--- src/rtl/freq_meter.sv ---
// Gated edge counter: counts rising edges of an asynchronous signal over a gate of
// exactly GATE_CYCLES clk_in cycles and reports the (saturated) count with a valid pulse.
module freq_meter #(
  parameter int GATE_CYCLES = 50000000,
  parameter int GATE_W      = 26,
  parameter int CNT_W       = 27
) (
  input  logic             clk_in,
  input  logic             rst_n,
  input  logic             sig_in,
  input  logic             start,
  input  logic             cont_en,
  output logic             busy,
  output logic             valid,
  output logic [CNT_W-1:0] freq_out,
  output logic             ovf
);

  typedef enum logic [0:0] {IDLE, GATE} state_t;

  localparam logic [CNT_W-1:0]  CNT_MAX   = '1;
  localparam logic [GATE_W-1:0] GATE_LAST = GATE_W'(GATE_CYCLES - 1);

  state_t            state, state_nxt;
  logic              s1, s2, s3;
  logic              edge_det;
  logic [GATE_W-1:0] gate_cnt, gate_cnt_nxt;
  logic [CNT_W-1:0]  edge_cnt, edge_cnt_nxt;
  logic              sat, sat_nxt;
  logic              valid_nxt;
  logic [CNT_W-1:0]  freq_nxt;
  logic              ovf_nxt;
  logic              at_max;
  logic              sat_hit;
  logic              last_cycle;
  logic [CNT_W-1:0]  edge_sum;

  // Two-flop synchronizer plus a history flop for rising-edge detection.
  always_ff @(posedge clk_in or negedge rst_n) begin
    if (!rst_n) begin
      s1 <= 1'b0;
      s2 <= 1'b0;
      s3 <= 1'b0;
    end else begin
      s1 <= sig_in;
      s2 <= s1;
      s3 <= s2;
    end
  end

  assign edge_det   = s2 & ~s3;
  assign at_max     = (edge_cnt == CNT_MAX);
  assign sat_hit    = edge_det & at_max;
  assign edge_sum   = (edge_det && !at_max) ? edge_cnt + CNT_W'(1) : edge_cnt;
  assign last_cycle = (gate_cnt == GATE_LAST);
  assign busy       = (state == GATE);

  always_ff @(posedge clk_in or negedge rst_n) begin
    if (!rst_n) begin
      state    <= IDLE;
      gate_cnt <= '0;
      edge_cnt <= '0;
      sat      <= 1'b0;
      valid    <= 1'b0;
      freq_out <= '0;
      ovf      <= 1'b0;
    end else begin
      state    <= state_nxt;
      gate_cnt <= gate_cnt_nxt;
      edge_cnt <= edge_cnt_nxt;
      sat      <= sat_nxt;
      valid    <= valid_nxt;
      freq_out <= freq_nxt;
      ovf      <= ovf_nxt;
    end
  end

  // A start coinciding with the valid pulse is dropped; cont_en re-arms regardless.
  always_comb begin
    state_nxt    = state;
    gate_cnt_nxt = gate_cnt;
    edge_cnt_nxt = edge_cnt;
    sat_nxt      = sat;
    valid_nxt    = 1'b0;
    freq_nxt     = freq_out;
    ovf_nxt      = ovf;
    case (state)
      IDLE: begin
        if (cont_en || (start && !valid)) begin
          state_nxt    = GATE;
          gate_cnt_nxt = '0;
          edge_cnt_nxt = '0;
          sat_nxt      = 1'b0;
        end
      end
      GATE: begin
        if (last_cycle) begin
          valid_nxt    = 1'b1;
          freq_nxt     = edge_sum;
          ovf_nxt      = sat | sat_hit;
          gate_cnt_nxt = '0;
          edge_cnt_nxt = '0;
          sat_nxt      = 1'b0;
          if (!cont_en) begin
            state_nxt = IDLE;
          end
        end else begin
          gate_cnt_nxt = gate_cnt + GATE_W'(1);
          edge_cnt_nxt = edge_sum;
          sat_nxt      = sat | sat_hit;
        end
      end
      default: state_nxt = IDLE;
    endcase
  end

endmodule

--- config.mk ---
export PLATFORM = sky130hd
export DESIGN_NAME = freq_meter
export DESIGN_NICKNAME = d
export VERILOG_FILES = /design/src/rtl/freq_meter.sv
export SDC_FILE = /design/constraint.sdc
export NUM_CORES = 1
export LEC_CHECK = 0
export ABC_AREA = 1
export BUFFER_PORTS_ARGS = -buffer_cell sky130_fd_sc_hd__buf_2
export CAP_MARGIN = 20
export CORE_MARGIN = 2
export CORE_UTILIZATION = 57
export CTS_BUF_LIST = sky130_fd_sc_hd__clkbuf_2 sky130_fd_sc_hd__clkbuf_4 sky130_fd_sc_hd__clkbuf_8
export DETAILED_ROUTE_END_ITERATION = 16
export PLACE_DENSITY_LB_ADDON = 0.05
export SLEW_MARGIN = 15
export SYNTH_ARGS = -nofsm -noshare
export SYNTH_HDL_FRONTEND = slang
export SYNTH_SLANG_ARGS = --single-unit
--- constraint.sdc ---
create_clock -name clk_in -period 1.9 [get_ports clk_in]
set_input_delay 0.38 -clock clk_in [delete_from_list [all_inputs] [get_ports clk_in]]
set_output_delay 0.38 -clock clk_in [all_outputs]
set_load 0.01 [all_outputs]
==> results_dict.tcl, run 1 <==
set metrics [dict create \
    wirelength_um 13100 \
    dpl.cell_count 873 \
    final_cells 899 \
    cp_cell_sequence "ha_4 -> nand2_1 -> nor2_4 -> nand3_1 -> nor2_2 -> nand3_2 -> nor2_4 -> buf_12 -> nand3_1 -> nand2_1" \
    slew_viol_final 0 \
    min_to "s1$_DFF_PN0_" \
    holdPathStages 1 \
    powerDensity_nw_per_um2 588 \
    yosysMostFrequentCell "nand2_1" \
    arrival_ns 2.11 \
    ys_seq_elements 87 \
    synthSimpleGateAreaFrac_pct 40.9 \
    chipHeight_um 98.2 \
    crit_slowest_cell "dfrtp_1" \
    die_x_um 98.2 \
    grt-ovfl-total 0 \
    core-area_um2 8680 \
    drt-initial-drc-count 305 \
    drive_above_1_share_pct 17.1 \
    grt_max_degree 32 \
    seq_area_frac_synth_pct 43.0 \
    critPathTopFamily "simple AND/OR/NAND/NOR gates" \
    synth_area_um2 5060 \
    highest_layer "met4" \
    synth_compound_area_share_pct 4.53 \
    yosysTopAreaCellShare_pct 43.0 \
    drc_errors 0 \
    place_congestion 0.942 \
    fmax_ghz 0.548 \
    wl_met1_um 6480 \
    timing.max_cap.violations 0 \
    initial_utilization_pct 58.3 \
    cts_tree "done" \
    grtUsageTotal_pct 27.9 \
    synthArstFlopShare_pct 100 \
    hold_slack_ns 0.133 \
    synth_edf_count 0 \
    antenna_found_initial 0 \
    clk_latency_ns 0.35 \
    r2r_cells 10 \
    rr_startpoint "gate_cnt[1]$_DFFE_PN0P_" \
    cts_root_buf "clkbuf_8" \
    cts_buffers 9 \
    drt-wirelength-per-cell_um 14.6 \
    io_buffers 34 \
    synthCells 718 \
    synth_warnings 0 \
    synthXorXnorAreaFrac_pct 4.10 \
    synth_top_family_by_area "simple AND/OR/NAND/NOR gates" \
    dp_hpwl_um 9260 \
    antenna_left 0 \
    min_from "sig_in" \
    fill_cells 736 \
    syn_area_per_cell_um2 7.05 \
    wl_met2_um 5550 \
    clkTransAtPathRegs_ns 0.08 \
    max_stage_delay_ns 0.42 \
    relSlewSlack_pct 73.6 \
    crit_path_end_kind "flop" \
    num_rows 34 \
    ir_worst_vdd_uv 391 \
    hold_viol 0 \
    synth_common_cells "nand2_1 (324), dfrtp_1 (87), inv_1 (56)" \
    critPathKind "flop to flop" \
    worstSetupStartpointType "flop" \
    grt_pass1_vias 4552 \
    power.leakage_nw 3.48 \
    synth_fa_ha_area_share_pct 0.495 \
    fin_util_pct 69.1 \
    clk_path_buf_depth 2 \
    routed_via_density 5.40 \
    synth_nets 725 \
    path_buf_inv 1 \
    post-route-period-util_pct 96.0 \
    fp.dieArea_um2 9650 \
    period_minus_slack_ns 1.82 \
    synth_top_area_cell "dfrtp_1" \
    path_max_fanout 13 \
    power_mw 3.53 \
    vias 4852 \
    synthFlopType "dfrtp_1" \
    diodes 0 \
    setup_viol 0 \
    fin_nets 793 \
    io-pin-count 35 \
    path_depth 10 \
    worst-r2r-setup-slack_ns 0.08 \
    setup_tns_ns 0 \
    crit-reg2reg-capture "freq_out[21]$_DFFE_PN0P_" \
    drt_pass1_iterations 5 \
    grt_pass1_wl_um 21900 \
    wl_met3_um 902 \
    worstPathRequired_ns 2.19 \
    syn2layout_area_growth_pct 18.5 \
    ys_types 32 \
    fin_skew_ns 0.0113 \
    synthMuxAreaShare_pct 0 \
    yosys-top-cells-area "dfrtp_1 (43%), nand2_1 (24%), nand3_1 (5.3%), inv_1 (4.2%), nor2_1 (3.9%)" \
    cts.sinks 87 \
    hp-class "input port to flop" \
    max_slew.worst_pin.slew_ns 0.394 \
    status "finished clean" \
    cts-htree-levels 3 \
]
[worst reg2reg max path: stages (launching register included)]
cell and delay, ns:
dfrtp_1 0.42, ha_4 0.17, nand2_1 0.09, nor2_4 0.16
nand3_1 0.11, nor2_2 0.15, nand3_2 0.12, nor2_4 0.20
buf_12 0.17, nand3_1 0.10, nand2_1 0.07
[state kept, by name, indices dropped and copies added (netlist names)]
name,flops
ovf,1
valid,1
s3,1
s2,1
sat,1
freq_out,27
s1,1
gate_cnt,26
busy,1
edge_cnt,27
[cells in the final DEF (no fill, tap or decap), types with 7 or more instances in the layout]
cell      count
nor2_1       48
inv_1        55
o22ai_1       7
clkbuf_8     10
o21ai_0      13
nor3_1       11
nand4_1      20
nand3_1      53
xor2_1       10
buf_2        33
buf_4        35
nor2_2       10
nand2_1     323
xnor2_1       9
inv_2         7
dfrtp_1      86
o21ai_1       9
[cells by family (layout without fill, tap and decap cells)]
family	Yosys count	in the layout
buf+inv	83	156
flops	87	87
xor+xnor	22	22
fa+ha+maj	2	2
simple gates	484	484
compound gates	40	40
[where the power goes]
group	internal [mW]	switching (mW)	total (mW)
clock network	0.956	0.649	1.60
registers	1.85	0.00125	1.85
logic	0.0184	0.0491	0.0675
total	2.83	0.699	3.53
[how the worst max path moves through the flow]
stage / start / endpoint / slack [ns]
global placement: gate_cnt[0]$_DFFE_PN0P_ / freq_out[21]$_DFFE_PN0P_ / 0.11
global route: gate_cnt[1]$_DFFE_PN0P_ / freq_out[21]$_DFFE_PN0P_ / -0.01
floorplan: edge_cnt[1]$_DFFE_PN0P_ / freq_out[1]$_DFFE_PN0P_ / 0.23
CTS: gate_cnt[0]$_DFFE_PN0P_ / freq_out[21]$_DFFE_PN0P_ / 0.01
detailed placement: gate_cnt[0]$_DFFE_PN0P_ / freq_out[21]$_DFFE_PN0P_ / 0.04
finish: gate_cnt[1]$_DFFE_PN0P_ / freq_out[21]$_DFFE_PN0P_ / 0.08
[layer usage]
layer | vias to the layer above | global-route usage [%]
met3 | 17 | 5.51
li1 | 2392 | -
met4 | 0 | 7.90
met1 | 2264 | 42.7
met2 | 179 | 40.5
met5 | - | 0
[through the flow]
| stage | setup WS, ns | instance area, µm² |
|---|---|---|
| final | 0.0759 | 5990 |
| after CTS | 0.00974 | 5840 |
| after global placement | 0.115 | 5580 |
| after floorplan | 0.234 | 5060 |
| after detailed placement | 0.0442 | 5580 |
| after global routing | -0.00989 | 5990 |
[area by class of cell]
class                   count  area (µm²)  share of cell area (%)
multi-input cells         548        2590                    43.3
flip-flops and latches     87        2180                    36.3
repair buffers             77         598                    9.98
inverters                  63         239                    3.99
clock buffers              13         160                    2.67
well taps                 108         135                    2.25
clock inverters             3        90.1                    1.50
[repair_timing]
item,in CTS,in global routing
hold buffers,1,0
setup buffers,0,8
hold endpoints to repair,26,0
gates resized for setup,0,18
endpoints found under the setup margin,0,74
Power figures use the tool's default switching activity.
==> run 2: changes to the inputs <==
- CORE_MARGIN: 2 -> default
==> run 2 against run 1 <==
  * Cell count is 0.22% lower
  * Highest routed layer unchanged
  * Critical path depth stayed put
  * Via count is 1.1% lower
  * First-iteration DRC count is 7.5% lower
  * Core utilization is 0.80 points higher
  * Power is 1.9% lower
  * Clock-buffer cell count is 3 lower
  * Clock power is 4% lower
  * Sequential power hardly changed
  * Worst setup slack worse by 0.0096 ns
  * Register-to-register slack hardly changed
==> results_dict.tcl, run 2 (same netlist as run 1, synthesis figures left out) <==
set metrics [dict create \
    grt_max_degree 39 \
    routed_via_density 5.35 \
    io-pin-count 35 \
    initial_utilization_pct 58.6 \
    place_congestion 0.917 \
    final_cells 897 \
    die_x_um 96.2 \
    final_cell_mix "nand2_1 (310), dfrtp_1 (84), inv_1 (55), nand3_1 (51), nor2_1 (49)" \
    post-place-ws_ns 0.0188 \
    grt-ovfl-total 0 \
    hp-class "input port to flop" \
    wirelength_um 13100 \
    ir_worst_vdd_uv 372 \
    drc_errors 0 \
    stdcell_area_um2 6030 \
    final_common_cell "nand2_1" \
    relSlewSlack_pct 71.7 \
    cts_buffers 9 \
    chipHeight_um 96.2 \
    clkTransAtPathRegs_ns 0.09 \
    antenna_left 0 \
    drive_above_1_share_pct 19.1 \
    antenna_found_initial 0 \
    regArea_um2 2180 \
    grt_pass1_wl_um 20600 \
    rsz0062_at_grt "true" \
    min_to "s1$_DFF_PN0_" \
    dpl.cell_count 870 \
    place_area_um2 5540 \
    cts_tree "done" \
    setup_ws_ns 0.0663 \
    clk_path_buf_depth 2 \
    grt_pass1_vias 4245 \
    worstPathRequired_ns 2.18 \
    crit-reg2reg-capture "freq_out[10]$_DFFE_PN0P_" \
    powerDensity_nw_per_um2 573 \
    r2r_cells 10 \
    fp.dieArea_um2 9260 \
    worstSetupStartpointType "flop" \
    cts_root_buf "clkbuf_8" \
    diodes 0 \
    timing.max_cap.violations 0 \
    core-area_um2 8640 \
    crit_path_end_kind "flop" \
    vias 4801 \
    critPathKind "flop to flop" \
    power.leakage_nw 3.47 \
    min_from "sig_in" \
    drt-initial-drc-count 282 \
    post-route-period-util_pct 96.5 \
    fmax_ghz 0.545 \
    power_mw 3.46 \
    fin_nets 793 \
    path_max_fanout 6 \
    fill_cells 711 \
    setup_viol 0 \
    worst-r2r-setup-slack_ns 0.07 \
    fin_skew_ns 0.0122 \
    io_buffers 34 \
    hold_slack_ns 0.138 \
    clk_latency_ns 0.35 \
    holdPathStages 1 \
    hold_viol 0 \
    slew_viol_final 0 \
    arrival_ns 2.12 \
    grtUsageTotal_pct 29.1 \
    num_rows 34 \
    max_slew.worst_pin.slew_ns 0.421 \
    rr_startpoint "gate_cnt[0]$_DFFE_PN0P_" \
    status "finished clean" \
    crit_slowest_cell "dfrtp_1" \
    period_minus_slack_ns 1.83 \
    reg.largest.list "edge_cnt: 27 flops, freq_out: 27 flops, gate_cnt: 26 flops" \
    syn2layout_area_growth_pct 19.3 \
    cts.sinks 87 \
    drt-wirelength-per-cell_um 14.6 \
    drt_pass1_iterations 5 \
    dp_hpwl_um 9200 \
    multi_input_area_um2 2650 \
    cp_cell_sequence "ha_2 -> nand2_1 -> nor2_4 -> nand3_1 -> nor2_2 -> nand3_2 -> nor2_4 -> clkbuf_16 -> nand2_2 -> nand2_1" \
    cts-htree-levels 3 \
    max_stage_delay_ns 0.40 \
]
==> run 2: changes by cell type in the layout (fill, tap and decap cells not counted), sizes merged <==
| cell | before | now |
|---|---|---|
| buf | 75 | 74 |
| clkbuf | 14 | 12 |
| clkinv | 0 | 1 |
==> run 2: how the worst max path moves through the flow <==
| stage | from | to | slack [ns] | depth (start not counted) |
|---|---|---|---|---|
| 2_1_floorplan | edge_cnt[1]$_DFFE_PN0P_ | freq_out[1]$_DFFE_PN0P_ | 0.23 | 11 |
| 4_1_cts | edge_cnt[0]$_DFFE_PN0P_ | freq_out[10]$_DFFE_PN0P_ | 0.02 | 11 |
| 6_report | gate_cnt[0]$_DFFE_PN0P_ | freq_out[10]$_DFFE_PN0P_ | 0.07 | 10 |
| 3_5_place_dp | gate_cnt[0]$_DFFE_PN0P_ | freq_out[18]$_DFFE_PN0P_ | 0.02 | 10 |
| 5_1_grt | gate_cnt[13]$_DFFE_PN0P_ | freq_out[10]$_DFFE_PN0P_ | -0.08 | 9 |
| 3_3_place_gp | gate_cnt[0]$_DFFE_PN0P_ | freq_out[4]$_DFFE_PN0P_ | 0.07 | 10 |
==> run 2: final cells by class <==
class,instances,share of cell area [%]
multi-input cells,548,44.0
flip-flops and latches,87,36.1
repair buffers,77,9.87
inverters,63,3.92
clock buffers,10,2.28
well taps,108,2.24
clock inverters,4,1.58
==> run 2: report_power, final <==
part,total (mW),internal [mW],switching (mW)
Combinational,0.0659,0.0165,0.0494
Clock,1.54,0.894,0.647
Sequential,1.85,1.85,0.00123
Total,3.46,2.76,0.698
==> run 2: through the flow <==
step / setup TNS, ns / utilization [%]
6_report: 0 / 69.9
5_1_grt: -1.40 / 69.9
4_1_cts: 0 / 67.0
3_5_place_dp: 0 / 64.2
3_3_place_gp: 0 / 64.2
2_1_floorplan: 0 / -
==> run 2: layer usage <==
metal  GRT usage [%]  share of wire (%)  wire (µm)
met5               0                  0          0
met4            7.84               0.95        124
met3            4.98                5.4        705
met2            43.6                 45       5820
met1            42.9                 49       6410
==> run 2: repair_timing <==
action                     in CTS  in global routing
pin swaps                       0                 16
hold endpoints to repair       12                  0
setup endpoints to repair       2                 58
gates cloned                    0                  2
buffers inserted                0                 10
gates resized for setup         1                 35
hold buffers                    1                  0
==> run 2: critical path: cells and delay by family, from the launching register on <==
kind	cells	cell delay, ns
fa+ha+maj	1	0.21
buf+inv	1	0.23
flops	1	0.40
simple gates	8	0.91
==> run 3: changes to the inputs <==
- clock period: 1.9 -> 2 ns (I/O delays scaled with it)
==> run 3 against run 2 <==
  * Clock-buffer cell count increased by 2
  * Clock skew up 0.0056 ns
  * Combinational power fell by 9.6%
  * Global-route usage fell by 0.88 points
  * Non-clock buffer count decreased by 16
  * Power fell by 7.8%
  * Core utilization shrank 3.3 points
  * Critical path depth fell by 1
  * Largest cell class unchanged
==> results_dict.tcl, run 3 (same netlist as run 1, synthesis figures left out) <==
set metrics [dict create \
    status "finished clean" \
    power_mw 3.19 \
    grt_max_degree 42 \
    drt-initial-drc-count 352 \
    timing.max_cap.violations 0 \
    crit_top_cell "nand2_1" \
    drc_errors 0 \
    fin_util_pct 66.6 \
    fp.dieArea_um2 9260 \
    crit_path_end_kind "flop" \
    fmax_ghz 0.536 \
    core-area_um2 8640 \
    hold_slack_ns 0.160 \
    worstPathRequired_ns 2.24 \
    clk_latency_ns 0.36 \
    setup_viol 0 \
    grt-ovfl-total 0 \
    relSlewSlack_pct 71.9 \
    clk_path_buf_depth 2 \
    regArea_um2 2180 \
    setup_ws_ns 0.136 \
    grtUsageTotal_pct 28.2 \
    period_minus_slack_ns 1.86 \
    worstSetupStartpointType "flop" \
    critPathTopFamily "simple AND/OR/NAND/NOR gates" \
    cts.sinks 87 \
    post-place-ws_ns 0.0280 \
    drt_pass1_iterations 5 \
    antenna_found_initial 0 \
    grt_pass1_vias 4194 \
    vias 4682 \
    num_rows 34 \
    final_cell_mix "nand2_1 (324), dfrtp_1 (87), inv_1 (56), nand3_1 (53), nor2_1 (51)" \
    place_congestion 0.956 \
    routed_via_density 5.31 \
    initial_utilization_pct 58.6 \
    critPathKind "flop to flop" \
    fill_cells 781 \
    max_slew.worst_pin.slew_ns 0.418 \
    rsz0062_at_grt "false" \
    io-pin-count 35 \
    drt-wirelength-per-cell_um 13.9 \
    powerDensity_nw_per_um2 555 \
    reg.largest.list "edge_cnt: 27 flops, freq_out: 27 flops, gate_cnt: 26 flops" \
    dp_hpwl_um 9080 \
    max_stage_delay_ns 0.42 \
    path_buf_inv 2 \
    setup_tns_ns 0 \
    wirelength_um 12200 \
    grt_pass1_wl_um 20000 \
    cts_root_buf "clkbuf_8" \
    fin_nets 777 \
    post-route-period-util_pct 93.2 \
    slew_viol_final 0 \
    cts_buffers 9 \
    stdcell_area_um2 5750 \
    syn2layout_area_growth_pct 13.7 \
    dpl.cell_count 863 \
    final_cells 882 \
    diodes 0 \
    cts-htree-levels 3 \
    antenna_left 0 \
    chipHeight_um 96.2 \
    drive_above_1_share_pct 14.1 \
    ir_worst_vdd_uv 407 \
    cts_tree "done" \
    hp-class "input port to flop" \
    power.leakage_nw 3.36 \
    path_max_fanout 5 \
    clkTransAtPathRegs_ns 0.08 \
    multi_input_area_um2 2570 \
    hold_viol 0 \
    arrival_ns 2.10 \
    cp_cell_sequence "buf_4 -> inv_1 -> nor2_1 -> nand2_1 -> nor3_4 -> nand2_2 -> xor2_2 -> nand2_1 -> nand2_1" \
    fin_skew_ns 0.0179 \
    io_buffers 34 \
    place_area_um2 5460 \
    die_x_um 96.2 \
    crit_slowest_cell "dfrtp_1" \
    final_common_cell "nand2_1" \
]
==> run 3: worst register-to-register path, delay by kind of cell, from the launching register on <==
kind	cells	cell delay [ns]
buffers and inverters	2	0.20
AND/OR/NAND/NOR	6	0.97
XOR/XNOR	1	0.17
flip-flops	1	0.42
==> run 3: routing by layer <==
metal	track usage [%]	share of wire [%]
met1	41.8	51
met2	42.4	43
met3	4.58	5.5
met4	7.34	1.2
met5	0	0
==> run 3: worst paths after layout <==
path	start	to	slack, ns	cells after the start
max in group asynchronous	rst_n	edge_cnt[14]$_DFFE_PN0P_	0.90	3
worst min-delay path	sig_in	s1$_DFF_PN0_	0.16	1
worst min register to register	s2$_DFF_PN0_	s3$_DFF_PN0_	0.38	0
worst max register to register	edge_cnt[0]$_DFFE_PN0P_	edge_cnt[9]$_DFFE_PN0P_	0.14	9
worst max-delay path	edge_cnt[0]$_DFFE_PN0P_	edge_cnt[9]$_DFFE_PN0P_	0.14	9
min in group asynchronous	rst_n	gate_cnt[17]$_DFFE_PN0P_	0.50	2
==> run 3: power by group <==
part / switching [mW] / internal (mW) / total (mW) / leakage (nW)
registers: 0.00141 / 1.76 / 1.76 / 0.969
clock network: 0.610 / 0.760 / 1.37 / 0.110
logic: 0.0452 / 0.0144 / 0.0596 / 2.28
total: 0.657 / 2.53 / 3.19 / 3.36
==> run 3: cell type report <==
| cell class | count | share of cell area, % |
|---|---|---|
| multi-input combinational | 548 | 44.6 |
| inverter | 63 | 4.15 |
| clock buffer | 12 | 2.65 |
| sequential | 87 | 37.8 |
| tap | 108 | 2.35 |
| timing repair buffer | 61 | 7.22 |
| clock inverter | 3 | 1.17 |
==> run 3: repair_timing <==
item                       4_1_cts  5_1_grt
setup endpoints to repair        0       56
hold buffers                     1        0
resized for setup                0        7
setup buffers                    0        3
hold endpoints to repair        28        0
